===== config.mk =====
export PLATFORM = sky130hd
export DESIGN_NAME = vga_scan_controller
export DESIGN_NICKNAME = d
export VERILOG_FILES = /design/src/rtl/vga_pkg.sv /design/src/rtl/vga_axis_counter.sv /design/src/rtl/vga_scan_controller.sv
export SDC_FILE = /design/constraint.sdc
export NUM_CORES = 1
export LEC_CHECK = 0
export CAP_MARGIN = 25
export CORE_UTILIZATION = 39
export DETAILED_ROUTE_END_ITERATION = 8
export PLACE_DENSITY_LB_ADDON = 0.08
export SLEW_MARGIN = 20
export SYNTH_ARGS = -nofsm -noshare
export SYNTH_HDL_FRONTEND = slang
export SYNTH_HIERARCHICAL = 1
export SYNTH_SLANG_ARGS = --single-unit

===== constraint.sdc =====
create_clock -name Clk -period 2.36 [get_ports Clk]
set_input_delay 0.472 -clock Clk [delete_from_list [all_inputs] [get_ports Clk]]
set_output_delay 0.472 -clock Clk [all_outputs]
set_load 0.1 [all_outputs]

===== src/rtl/vga_pkg.sv =====
// rtl/vga_pkg.sv - shared VGA timing defaults, axis totals and coordinate type
package vga_pkg;

   typedef logic [9:0] coord_t;

   localparam int H_VISIBLE_DEF = 640;
   localparam int H_FP_DEF      = 16;
   localparam int H_SYNC_DEF    = 96;
   localparam int H_BP_DEF      = 48;

   localparam int V_VISIBLE_DEF = 480;
   localparam int V_FP_DEF      = 10;
   localparam int V_SYNC_DEF    = 2;
   localparam int V_BP_DEF      = 33;

   // All axis totals must stay within coord_t (<= 1023 as a last index).
   function automatic int axis_total(input int visible, input int fp, input int sync, input int bp);
      return visible + fp + sync + bp;
   endfunction

   localparam int H_TOTAL = axis_total(H_VISIBLE_DEF, H_FP_DEF, H_SYNC_DEF, H_BP_DEF);
   localparam int V_TOTAL = axis_total(V_VISIBLE_DEF, V_FP_DEF, V_SYNC_DEF, V_BP_DEF);

endpackage


===== src/rtl/vga_axis_counter.sv =====
// rtl/vga_axis_counter.sv - one raster axis: wrapping position counter with wrap, sync-window and visible flags
module vga_axis_counter
   import vga_pkg::*;
#(
   parameter int VISIBLE = H_VISIBLE_DEF,
   parameter int FP      = H_FP_DEF,
   parameter int SYNC    = H_SYNC_DEF,
   parameter int BP      = H_BP_DEF
)(
   input  logic   clk,
   input  logic   rst_n,
   input  logic   advance,
   output coord_t count,
   output logic   wrap,
   output logic   sync_win,
   output logic   visible
);

   localparam int     TOTAL      = axis_total(VISIBLE, FP, SYNC, BP);
   localparam coord_t LAST       = coord_t'(TOTAL - 1);
   localparam coord_t VIS_END    = coord_t'(VISIBLE);
   localparam coord_t SYNC_START = coord_t'(VISIBLE + FP);
   localparam coord_t SYNC_END   = coord_t'(VISIBLE + FP + SYNC);

   always_ff @(posedge clk or negedge rst_n) begin
      if (!rst_n)
         count <= '0;
      else if (advance)
         count <= wrap ? '0 : count + 10'd1;
   end

   assign wrap     = (count == LAST);
   assign sync_win = (count >= SYNC_START) && (count < SYNC_END);
   assign visible  = (count < VIS_END);

endmodule


===== src/rtl/vga_scan_controller.sv =====
// rtl/vga_scan_controller.sv - VGA raster scan generator at Clk/2 pixel rate
// Define VGA_OUT_REG_EN to register sync/blank/colour one pixel behind DrawX/DrawY.
module vga_scan_controller
   import vga_pkg::*;
#(
   parameter int H_VISIBLE = H_VISIBLE_DEF,
   parameter int H_FP      = H_FP_DEF,
   parameter int H_SYNC    = H_SYNC_DEF,
   parameter int H_BP      = H_BP_DEF,
   parameter int V_VISIBLE = V_VISIBLE_DEF,
   parameter int V_FP      = V_FP_DEF,
   parameter int V_SYNC    = V_SYNC_DEF,
   parameter int V_BP      = V_BP_DEF
)(
   input  logic       Clk,
   input  logic       Reset_n,
   input  logic [7:0] pix_R,
   input  logic [7:0] pix_G,
   input  logic [7:0] pix_B,
   output coord_t     DrawX,
   output coord_t     DrawY,
   output logic       VGA_CLK,
   output logic       VGA_HS,
   output logic       VGA_VS,
   output logic       VGA_BLANK_N,
   output logic       VGA_SYNC_N,
   output logic [7:0] VGA_R,
   output logic [7:0] VGA_G,
   output logic [7:0] VGA_B,
   output logic       frame_start
);

   logic       phase;
   logic       h_wrap, h_sync, h_vis;
   logic       v_wrap, v_sync, v_vis;
   logic       v_advance;
   logic       hs_n, vs_n, blank_n;
   logic [7:0] r_mux, g_mux, b_mux;

   always_ff @(posedge Clk or negedge Reset_n) begin
      if (!Reset_n)
         phase <= 1'b0;
      else
         phase <= ~phase;
   end

   assign v_advance = phase & h_wrap;

   vga_axis_counter #(
      .VISIBLE (H_VISIBLE),
      .FP      (H_FP),
      .SYNC    (H_SYNC),
      .BP      (H_BP)
   ) u_h_axis (
      .clk      (Clk),
      .rst_n    (Reset_n),
      .advance  (phase),
      .count    (DrawX),
      .wrap     (h_wrap),
      .sync_win (h_sync),
      .visible  (h_vis)
   );

   vga_axis_counter #(
      .VISIBLE (V_VISIBLE),
      .FP      (V_FP),
      .SYNC    (V_SYNC),
      .BP      (V_BP)
   ) u_v_axis (
      .clk      (Clk),
      .rst_n    (Reset_n),
      .advance  (v_advance),
      .count    (DrawY),
      .wrap     (v_wrap),
      .sync_win (v_sync),
      .visible  (v_vis)
   );

   // Reset_n gates blank because hc/vc rest at 0,0, which is inside the visible area.
   assign hs_n    = ~h_sync;
   assign vs_n    = ~v_sync;
   assign blank_n = Reset_n & h_vis & v_vis;
   assign r_mux   = blank_n ? pix_R : 8'h00;
   assign g_mux   = blank_n ? pix_G : 8'h00;
   assign b_mux   = blank_n ? pix_B : 8'h00;

`ifdef VGA_OUT_REG_EN
   always_ff @(posedge Clk or negedge Reset_n) begin
      if (!Reset_n) begin
         VGA_HS      <= 1'b1;
         VGA_VS      <= 1'b1;
         VGA_BLANK_N <= 1'b0;
         VGA_R       <= 8'h00;
         VGA_G       <= 8'h00;
         VGA_B       <= 8'h00;
      end else if (phase) begin
         VGA_HS      <= hs_n;
         VGA_VS      <= vs_n;
         VGA_BLANK_N <= blank_n;
         VGA_R       <= r_mux;
         VGA_G       <= g_mux;
         VGA_B       <= b_mux;
      end
   end
`else
   assign VGA_HS      = hs_n;
   assign VGA_VS      = vs_n;
   assign VGA_BLANK_N = blank_n;
   assign VGA_R       = r_mux;
   assign VGA_G       = g_mux;
   assign VGA_B       = b_mux;
`endif

   assign VGA_CLK     = phase;
   assign VGA_SYNC_N  = 1'b0;
   assign frame_start = phase & h_wrap & v_wrap;

endmodule


==> summary.md <==
| Metric | Value |
|---|---|
| Outcome | `completed` |
| Fin cells | `289` |
| CP Launch Type | `flop` |
| Tmin final | `2.304 ns` |
| Routed WL per cell | `16.07 um` |
| Flop pwr share | `40.2%` |
| Cell Area, Synth | `1430 um2` |
| Total power | `0.8939 mW` |
| Sw Ratio | `36.96%` |
| Worst EP arrival | `1.83 ns` |
| Starting density of the core | `41.87%` |
| Core ar. | `3416 um2` |
| # H-tree levels | `1` |
| Worst r2r src | `u_h_axis/count[1]` |
| Pre-CTS setup slack | `0.1756 ns` |
| Critical Path Max Stage Delay | `0.57 ns` |
| Antenna-violating nets left | `0` |
| Complex-gate fraction of the synthesized area | `8.749%` |
| Reg2reg end | `u_v_axis/count[9]` |
| Fill cell count | `219` |
| Placed cell count | `269` |
| Worst relative slew slack | `57.16%` |
| Overflow after GRT | `0` |
| Port Buffer Count | `74` |
| Initial antenna violation count | `0` |
| Layout Utilization | `79.38%` |
| CTS Sinks | `21` |
| Fin crit share | `97.64%` |
| Post-synthesis async set-or-reset flop share | `100.0%` |
| Setup TNS | `0 ns` |
| Final Cell Area | `2711 um2` |
| Mux share of post-synthesis cell area | `0%` |
| # diodes | `0` |
| Vias | `1,594` |
| Die Ht | `62.56 um` |
| Largest net degree at the start of global routing | `47` |
| Cell Chain, Critical Path | `or4b_4 > nor3_4 > and3_4 > buf_12` |
| Layout Nets | `274` |
| Die X-Extent | `62.56 um` |
| Post-route DRC | `0` |
| Iter 0 DRT Violations | `113` |
| GP Congestion | `0.8427` |
| # IOs | `76` |
| Clock Tree Buf Depth | `2` |
| Die ar. | `3913 um2` |
| Final hold vios | `0` |
| CP Max Fanout | `2` |
| Synth area leaders | `dfrtp_1 37%, and4_1 12%, xor2_1 3.7%, and4_2 3.5%, ha_1 3.5%` |
| Cts hold-fix bufs | `0` |
| Layout cells sized above 1 | `55.14%` |
| Setup CP Type | `flop to primary output` |
| Internal | `0.5635 mW` |
| Seq. cell area | `555.5 um2` |
| Worst VDD drop | `253.8 uV` |
| Min Hold Slack | `0.5184 ns` |
| Synth warn | `6` |
| R2r setup slk | `0.24 ns` |
| Combinational power share | `40.1%` |
| Vias per cell | `5.516` |
| Adder and majority gate portion of the synthesized area | `3.500%` |
| HPWL after detailed placement | `3.174 mm` |
| Post-synth top area share | `36.75%` |
| # setup viols final | `0` |
| Worst R2R Path Depth | `7` |
| CTS clock-pin slew for the worst setup and hold paths | `0.12 ns` |
| Total power density per cell area | `329.7 nW/um2` |
| Leak pwr | `1.170 nW` |
| Maximum clock frequency | `434.0 MHz` |
| Max Slew Vio Count | `0` |
| CP required | `1.89 ns` |
| Dpl cell area | `2500 um2` |
| Total GRT Usage | `22.81%` |
| Row cnt | `21` |
| Max-cap violations | `0` |
| Net Count, Synth | `183` |
| Vias in the first global route | `1,421` |
| Crit end category | `primary output` |
| Multi-input gate area | `883.3 um2` |
| Worst hold path class | `input port to asynchronous set/reset pin` |
| Largest family of logic cells by synthesized area | `simple AND/OR/NAND/NOR gates` |
| Yosys reg bits | `21` |
| CTS tree | `yes` |
| Post-Synth Simple-Gate Area | `37.88%` |
| Synthesized area per cell | `9.347 um2` |
| Largest area contributor in the netlist | `dfrtp_1` |
| Psw | `0.3304 mW` |
| Worst clock skew | `0.0009162 ns` |
| Xor and xnor area share after synthesis | `5.512%` |
| Layout area overhead | `89.59%` |
| Least-Margin Pin Slew | `0.6368 ns` |
| Clk pwr share | `19.7%` |
| Routed WL | `4.643 mm` |
| EDFF count, synth | `0` |
| Total CTS buffers | `3` |
| Cell variety after synth | `39` |
| RSZ-0062 raised after global routing | `yes` |
| Mapped Cells | `153` |
| Max stage delay cell, worst path | `or4b_4` |
| Post-route setup slack | `0.05567 ns` |
| Sequential share of the synthesized area | `36.75%` |
| First-pass GRT wire length | `7.203 mm` |
| Top FF cell, synth | `dfrtp_1` |
| Initial DRT Pass Iterations | `4` |
| Root Driver | `clkbuf_4` |
| Worst skew pair latency | `0.31 ns` |
## per-layer routing
layer,vias to the layer above,part of all wire [%],track usage (%)
li1,756,-,-
met1,758,45,31.99
met2,76,49,37.09
met3,4,5.8,3.102
met4,0,0.71,5.233
met5,-,0,0
## synth_stat cells, types with 2 or more instances
cell type and n:
dfrtp_1 21, a21oi_1 5, buf_2 5, nor2_1 3, o31ai_1 2, buf_6 3
and4_2 5, ha_1 4, nor3_1 7, xor2_1 6, nand4bb_1 2, or3_1 2
nand4_1 4, nand2_1 13, xnor2_1 3, and4_1 20, nand3_1 6, and3_1 3
or4_1 3, nor4_1 3, o21ai_0 6, inv_1 9, o21ai_1 2
## cells by family (layout without fill, tap and decap cells)
family	Yosys count	count (layout)
fa+ha+maj	4	4
buf+inv	19	109
xor+xnor	9	9
compound gates	20	20
flops	21	21
simple gates	79	79
other cells	1	1
## power groups by stage
| stage | Sequential [mW] | Combinational (mW) | Clock [mW] |
|---|---|---|---|
| finish | 0.359 | 0.358 | 0.176 |
| global route | 0.360 | 0.367 | 0.194 |
| CTS | 0.359 | 0.361 | 0.181 |
| detailed placement | 0.367 | 0.360 | 0 |
| global placement | 0.367 | 0.357 | 0 |
| floorplan | 0.367 | 0.204 | 0 |
## critical path, delay by kind of cell (launching register included)
| family | cells | cell delay (ns) |
|---|---|---|
| AND/OR/NAND/NOR | 3 | 0.94 |
| flip-flops | 1 | 0.43 |
| buffers and inverters | 1 | 0.17 |
## final cells by class
| class | count | area share (%) |
|---|---|---|
| Clock inverter | 1 | 0.1846 |
| Timing Repair Buffer | 96 | 42.55 |
| Clock buffer | 3 | 0.8306 |
| Sequential cell | 21 | 20.49 |
| Multi-Input combinational cell | 113 | 32.58 |
| Inverter | 9 | 1.246 |
| Tap cell | 46 | 2.123 |
## worst max path at each step
stage                      start                 to  slack (ns)  cells after the start
2_1_floorplan  u_v_axis/count[6]        frame_start       -0.13                      4
3_3_place_gp             Reset_n           VGA_B[0]        0.22                      4
3_5_place_dp   u_h_axis/count[0]  u_v_axis/count[9]        0.18                      7
4_1_cts        u_v_axis/count[6]           VGA_B[7]       0.008                      6
5_1_grt        u_v_axis/count[6]           VGA_B[7]       -0.03                      6
6_report       u_v_axis/count[6]        frame_start        0.06                      4
## sequential cells by signal, indices dropped and copies added (netlist names)
name,flops
u_h_axis/count,10
u_v_axis/count,10
VGA_CLK,1
## placed cells by master (no fill, tap or decap), types with 6 or more instances in the layout
cell / Yosys / final
buf_4: 1 / 40
buf_12: 0 / 29
clkdlybuf4s50_1: 0 / 25
and4_2: 5 / 23
dfrtp_2: 0 / 18
nand2_1: 13 / 13
inv_1: 9 / 7
nand3_1: 6 / 6
xor2_1: 6 / 6
## what timing repair did
action / CTS / global route
hold endpoints to repair: 0 / 0
endpoints found under the setup margin: 2 / 27
resized for setup: 4 / 12
cloned: 0 / 1
pin swaps: 1 / 2
buffers inserted: 5 / 10
No activity file was read; power rests on OpenSTA's default activity.
